===== src/rtl/alu_pkg.sv =====
// Shared definitions for the shared-ALU arbiter: widths, opcodes, slot state.
package alu_pkg;

    localparam int unsigned W_DEF   = 16;
    localparam int unsigned OPW_DEF = 3;

    localparam logic [OPW_DEF-1:0] OP_AND  = 3'b000;
    localparam logic [OPW_DEF-1:0] OP_OR   = 3'b001;
    localparam logic [OPW_DEF-1:0] OP_ADD  = 3'b010;
    localparam logic [OPW_DEF-1:0] OP_SUB  = 3'b011;
    localparam logic [OPW_DEF-1:0] OP_SLT  = 3'b100;
    localparam logic [OPW_DEF-1:0] OP_NOR  = 3'b101;
    localparam logic [OPW_DEF-1:0] OP_XOR  = 3'b110;
    localparam logic [OPW_DEF-1:0] OP_PASS = 3'b111;

    typedef enum logic {StEmpty, StFull} slot_state_e;

    // The result slot can take a new result when empty, or when its current
    // result is being drained on this same edge (gives 1 op/cycle throughput).
    function automatic logic slot_free(input logic rsp_valid, input logic rsp_ready);
        return ~rsp_valid | rsp_ready;
    endfunction

endpackage


===== src/rtl/alu16_core.sv =====
// Purely combinational ALU: logic ops, wrapping add/sub with signed overflow, signed SLT.
module alu16_core
    import alu_pkg::*;
#(
    parameter int unsigned W   = W_DEF,
    parameter int unsigned OPW = OPW_DEF
) (
    input  logic [OPW-1:0] op,
    input  logic [W-1:0]   rs,
    input  logic [W-1:0]   rt,
    output logic [W-1:0]   data,
    output logic           zero,
    output logic           ovf
);

    logic [W-1:0] sum;
    logic [W-1:0] diff;
    logic         lt;

    always_comb begin
        sum  = rs + rt;
        diff = rs - rt;
        lt   = $signed(rs) < $signed(rt);
        data = '0;
        ovf  = 1'b0;
        unique case (op)
            OP_AND:  data = rs & rt;
            OP_OR:   data = rs | rt;
            OP_ADD: begin
                data = sum;
                ovf  = (rs[W-1] == rt[W-1]) && (sum[W-1] != rs[W-1]);
            end
            OP_SUB: begin
                data = diff;
                ovf  = (rs[W-1] != rt[W-1]) && (diff[W-1] != rs[W-1]);
            end
            OP_SLT:  data = {{(W-1){1'b0}}, lt};
            OP_NOR:  data = ~(rs | rt);
            OP_XOR:  data = rs ^ rt;
            OP_PASS: data = rs;
            default: data = '0;
        endcase
        zero = (data == '0);
    end

endmodule


===== src/rtl/alu_share_arbiter.sv =====
// Round-robin arbiter sharing one ALU between two requesters, with a single
// registered result slot under valid/ready back-pressure.
module alu_share_arbiter
    import alu_pkg::*;
#(
    parameter int unsigned W   = W_DEF,
    parameter int unsigned OPW = OPW_DEF
) (
    input  logic           CLK,
    input  logic           RST,
    input  logic           REQ0_VALID,
    input  logic [OPW-1:0] REQ0_OP,
    input  logic [W-1:0]   REQ0_RS,
    input  logic [W-1:0]   REQ0_RT,
    output logic           REQ0_READY,
    input  logic           REQ1_VALID,
    input  logic [OPW-1:0] REQ1_OP,
    input  logic [W-1:0]   REQ1_RS,
    input  logic [W-1:0]   REQ1_RT,
    output logic           REQ1_READY,
    output logic           RSP_VALID,
    output logic           RSP_ID,
    output logic [W-1:0]   RSP_DATA,
    output logic           RSP_ZERO,
    output logic           RSP_OVF,
    input  logic           RSP_READY
);

    slot_state_e state_q, state_d;
    logic        last_q;
    logic        grant0, grant1, accept, free;
    logic [OPW-1:0] alu_op;
    logic [W-1:0]   alu_rs, alu_rt, alu_data;
    logic           alu_zero, alu_ovf;

    assign RSP_VALID = (state_q == StFull);

    always_comb begin
        // On a tie the requester that did not win last time goes first.
        grant0     = REQ0_VALID & (~REQ1_VALID | last_q);
        grant1     = REQ1_VALID & (~REQ0_VALID | ~last_q);
        free       = slot_free(RSP_VALID, RSP_READY);
        REQ0_READY = ~RST & free & grant0;
        REQ1_READY = ~RST & free & grant1;
        accept     = REQ0_READY | REQ1_READY;
        alu_op     = grant1 ? REQ1_OP : REQ0_OP;
        alu_rs     = grant1 ? REQ1_RS : REQ0_RS;
        alu_rt     = grant1 ? REQ1_RT : REQ0_RT;
    end

    always_comb begin
        state_d = state_q;
        unique case (state_q)
            StEmpty: if (accept) state_d = StFull;
            StFull:  if (RSP_READY && !accept) state_d = StEmpty;
            default: state_d = StEmpty;
        endcase
    end

    alu16_core #(
        .W   (W),
        .OPW (OPW)
    ) u_core (
        .op   (alu_op),
        .rs   (alu_rs),
        .rt   (alu_rt),
        .data (alu_data),
        .zero (alu_zero),
        .ovf  (alu_ovf)
    );

    always_ff @(posedge CLK) begin
        if (RST) begin
            state_q  <= StEmpty;
            last_q   <= 1'b1;
            RSP_ID   <= 1'b0;
            RSP_DATA <= '0;
            RSP_ZERO <= 1'b0;
            RSP_OVF  <= 1'b0;
        end else begin
            state_q <= state_d;
            if (accept) begin
                last_q   <= grant1;
                RSP_ID   <= grant1;
                RSP_DATA <= alu_data;
                RSP_ZERO <= alu_zero;
                RSP_OVF  <= alu_ovf;
            end
        end
    end

endmodule

===== config.mk =====
export PLATFORM = sky130hd
export DESIGN_NAME = alu_share_arbiter
export DESIGN_NICKNAME = d
export VERILOG_FILES = /design/src/rtl/alu_pkg.sv /design/src/rtl/alu16_core.sv /design/src/rtl/alu_share_arbiter.sv
export SDC_FILE = /design/constraint.sdc
export NUM_CORES = 1
export LEC_CHECK = 0
export CORE_ASPECT_RATIO = 0.8
export CORE_UTILIZATION = 50
export CTS_BUF_LIST = sky130_fd_sc_hd__clkbuf_4 sky130_fd_sc_hd__clkbuf_8 sky130_fd_sc_hd__clkbuf_16
export DETAILED_ROUTE_END_ITERATION = 10
export GPL_ROUTABILITY_DRIVEN = 0
export PLACE_DENSITY_LB_ADDON = 0.05
export SETUP_SLACK_MARGIN = 0.15
export SYNTH_ARGS = -nofsm -noshare
export SYNTH_HDL_FRONTEND = slang
export SYNTH_SLANG_ARGS = --single-unit

===== constraint.sdc =====
create_clock -name CLK -period 17.05 [get_ports CLK]
set_input_delay 5.115 -clock CLK [delete_from_list [all_inputs] [get_ports CLK]]
set_output_delay 5.115 -clock CLK [all_outputs]
set_load 0.03 [all_outputs]

==> results.cfg <==
[sta]
worst-slew-pin-transition_ns = 1.17
period_minus_slack_ns = 12.30
finalSetupViolCount = 0
clock_skew_ns = 0.00720
fin_tns_setup_ns = 0
clock.fmax_ghz = 0.0813
grt_setup_unrepaired = no
relSlewSlack_pct = 20.3
count_of_final_hold_check_violations = 0
final.period_utilization_pct = 72.2
timing_max_transition_violations_final = 0

[clock_network]
tritoncts.num_buffers = 3
post_cts.repair.setup_buffers = 0
clock_sink_count = 21
bufs_on_longest_clock_path = 2
cts-htree-levels = 1
cts_root_buf = sky130_fd_sc_hd__clkbuf_8
cts-hold-fix-buffers = 0
post_cts_resize_count = 0
tritoncts = yes
worst_setup_hold_path_clk_slew_ns = 0.08
insertion_delay_ns = 0.26

[worst_hold_path]
hold_path.startpoint = RSP_DATA[4]
hold_class = reg2reg
worstHoldEndpoint = RSP_DATA[4]
holdPathStages = 2

[grt]
grt_util_all_layers_pct = 33.4
globalRouteOverflowTotal = 0
pin_count_of_the_biggest_net_entering_global_routing = 50
global_route_wire_length_before_repair_um = 24400
grt_antenna_before_repair = 0
via_count_of_the_first_global_routing_pass = 5012

[floorplanning]
die_area_um2 = 9120
die_y_um = 85.6
initial_core_util_pct = 51.5
std_cell_rows = 30
core_area_um2 = 8480
floorplan.io_pins = 97
die_x_um = 107

[placed_design]
number_of_cells_after_detailed_placement = 826
detailed_placement_wirelength_estimate_um = 11400
post_dp_cell_area_um2 = 5350
portBuffers = 96

[synth]
synth_seq_cells = 21
synth_top_cell_by_area = sky130_fd_sc_hd__ha_1
yosysTopAreaCellShare_pct = 14.9
synthesized_area_fraction_occupied_by_and_or_nand_nor_cells_pct = 27.8
synth_compound_gate_area_share_pct = 32.3
post_synth_main_area_contributors = sky130_fd_sc_hd__ha_1 15%, sky130_fd_sc_hd__nand2_1 10%, sky130_fd_sc_hd__dfxtp_1 9.6%
postSynthAreaPerCell_um2 = 6.71
synth_top_family_by_area = compound AO/OA/AOI/OAI gates
synthesis.area_um2 = 4370
yosysUniqueCellTypes = 73
yosys.area_share.xor_xnor_pct = 1.00
ys_warn_count = 0
syn_nets = 781
synth_edf_count = 0
post_synth_mux_area_share_pct = 5.24
arithmetic_cell_share_of_the_synthesized_area_counting_full_adders_half_adders_and_majority_gates_pct = 15.8
synthCells = 652
yosys_most_used_dff = sky130_fd_sc_hd__dfxtp_1
seq_area_frac_synth_pct = 9.62
synth-async-reset-ratio_pct = 0

[routing]
drtAntennaViolNets = 0
detail_route.drc_violations = 2
total_routed_wirelength_um = 15500
drt-pass1-iter-count = 10
avgViaCountPerCell = 6.51
detailedRoute.firstIterationViolations = 649
vias = 5400
avgRoutedWirePerCell_um = 18.7

[power_and_ir_drop]
vdd_drop_max_v = 0.0000369
powerDensity_nw_per_um2 = 58.1
power.share.switching_pct = 49.6
report.power.total_w = 0.000313
switching_power_w = 0.000155
power.sequential.fraction_pct = 17.9
internal-power_w = 0.000158
pwr-share-comb_pct = 71.6
power_leakage_nw = 2.28
power.clock.fraction_pct = 10.6

[status]
failing_checks = design-rule violations
run_status = complete, but fails checks

[cells_and_area]
stdcell_count = 830
area_growth_pct = 23.4
seqCellArea_um2 = 420
most-common-layout-cells = 116 x sky130_fd_sc_hd__nand2_1, 96 x sky130_fd_sc_hd__clkdlybuf4s50_1, 53 x sky130_fd_sc_hd__nor2_1
multi_input_area_um2 = 3600
fill_cells = 820
antennaDiodeCount = 0
drive_above_1_share_pct = 4.74
final_common_cell = sky130_fd_sc_hd__nand2_1
layout.nets = 848
cell_area_after_layout_um2 = 5390

[worst_setup_path]
worst-r2r-setup-slack_ns = 12.38
element_type_at_the_critical_path_end = primary output
ff2ff_path_depth = 16
rr_endpoint = RSP_ZERO
worstPathMaxFanout = 49
worstSetupStartpointType = input pin
reg2reg_from = last_q
critPathKind = in2out
critPathRequiredTime_ns = 11.93
worstPathArrival_ns = 7.19

[job]
count_of_maximum_capacitance_violations = 0
-- area by class of cell --
cell class                      count  share of cell area [%]
Multi-Input combinational cell    542                    66.8
Timing Repair Buffer              101                    18.5
Sequential cell                    21                    7.79
Inverter                           50                    3.48
Tap cell                          112                    2.60
Clock buffer                        3                   0.765
Clock inverter                      1                  0.0928
-- power groups by stage --
stage | clock network, W | registers (W) | logic [W]
3_5_place_dp | 0 | 0.0000571 | 0.000216
4_1_cts | 0.0000338 | 0.0000559 | 0.000217
2_1_floorplan | 0 | 0.0000650 | 0.000141
3_3_place_gp | 0 | 0.0000569 | 0.000212
6_report | 0.0000331 | 0.0000560 | 0.000224
5_1_grt | 0.0000358 | 0.0000563 | 0.000242
-- registers in the layout, summed over array words and instances (netlist names) --
| signal | cells |
|---|---|
| RSP_VALID | 1 |
| RSP_OVF | 1 |
| RSP_ID | 1 |
| RSP_DATA | 16 |
| RSP_ZERO | 1 |
| last_q | 1 |
-- synth_stat cells (6+ instances only) --
| cell type | number |
|---|---|
| sky130_fd_sc_hd__a211oi_1 | 13 |
| sky130_fd_sc_hd__a21o_1 | 7 |
| sky130_fd_sc_hd__a21oi_1 | 48 |
| sky130_fd_sc_hd__a221oi_1 | 7 |
| sky130_fd_sc_hd__a31oi_1 | 7 |
| sky130_fd_sc_hd__clkbuf_1 | 26 |
| sky130_fd_sc_hd__dfxtp_1 | 21 |
| sky130_fd_sc_hd__ha_1 | 52 |
| sky130_fd_sc_hd__inv_1 | 49 |
| sky130_fd_sc_hd__mux2_2 | 7 |
| sky130_fd_sc_hd__mux2i_1 | 10 |
| sky130_fd_sc_hd__nand2_1 | 116 |
| sky130_fd_sc_hd__nand3_1 | 21 |
| sky130_fd_sc_hd__nand4_1 | 13 |
| sky130_fd_sc_hd__nor2_1 | 53 |
| sky130_fd_sc_hd__nor2b_1 | 7 |
| sky130_fd_sc_hd__nor3_1 | 11 |
| sky130_fd_sc_hd__o2111ai_1 | 6 |
| sky130_fd_sc_hd__o211ai_1 | 14 |
| sky130_fd_sc_hd__o21ai_0 | 24 |
| sky130_fd_sc_hd__o221ai_1 | 7 |
| sky130_fd_sc_hd__o31ai_1 | 6 |
| sky130_fd_sc_hd__or3_1 | 11 |
-- cells by family (layout without fill, tap and decap cells) --
family / after synthesis / count (layout)
fa+ha+maj: 54 / 54
compound gates: 198 / 198
simple gates: 265 / 265
buf+inv: 89 / 155
mux: 20 / 20
flops: 21 / 21
xor+xnor: 5 / 5
-- routing by layer --
layer	vias up	part of all wire, %	global-route usage [%]
met2	329	44	55.0
met4	0	2.5	11.3
met1	2525	43	45.0
met5	-	0	0
met3	41	11	4.26
li1	2505	-	-
-- how the worst max path moves through the flow --
| stage | end | depth (start not counted) | from |
|---|---|---|---|
| 5_1_grt | REQ1_READY | 4 | REQ0_VALID |
| 2_1_floorplan | REQ1_READY | 5 | REQ1_VALID |
| 3_3_place_gp | REQ1_READY | 4 | REQ0_VALID |
| 6_report | REQ1_READY | 4 | REQ0_VALID |
| 3_5_place_dp | REQ1_READY | 4 | REQ0_VALID |
| 4_1_cts | REQ1_READY | 4 | REQ0_VALID |
-- worst max-delay path, cell delays in order --
cell	delay, ns
sky130_fd_sc_hd__clkdlybuf4s50_1	0.54
sky130_fd_sc_hd__a21bo_4	0.47
sky130_fd_sc_hd__nor3_1	0.31
sky130_fd_sc_hd__clkdlybuf4s50_1	0.72
-- stage by stage --
step	utilization, %	hold WS [ns]	worst slack, ns
2_1_floorplan	-	0.507	5.29
3_3_place_gp	63.0	0.453	4.78
3_5_place_dp	63.0	0.456	4.76
4_1_cts	63.6	0.468	4.75
5_1_grt	63.6	0.487	4.60
6_report	63.6	0.467	4.75
Note: power is estimated with default switching activity, not from simulation.
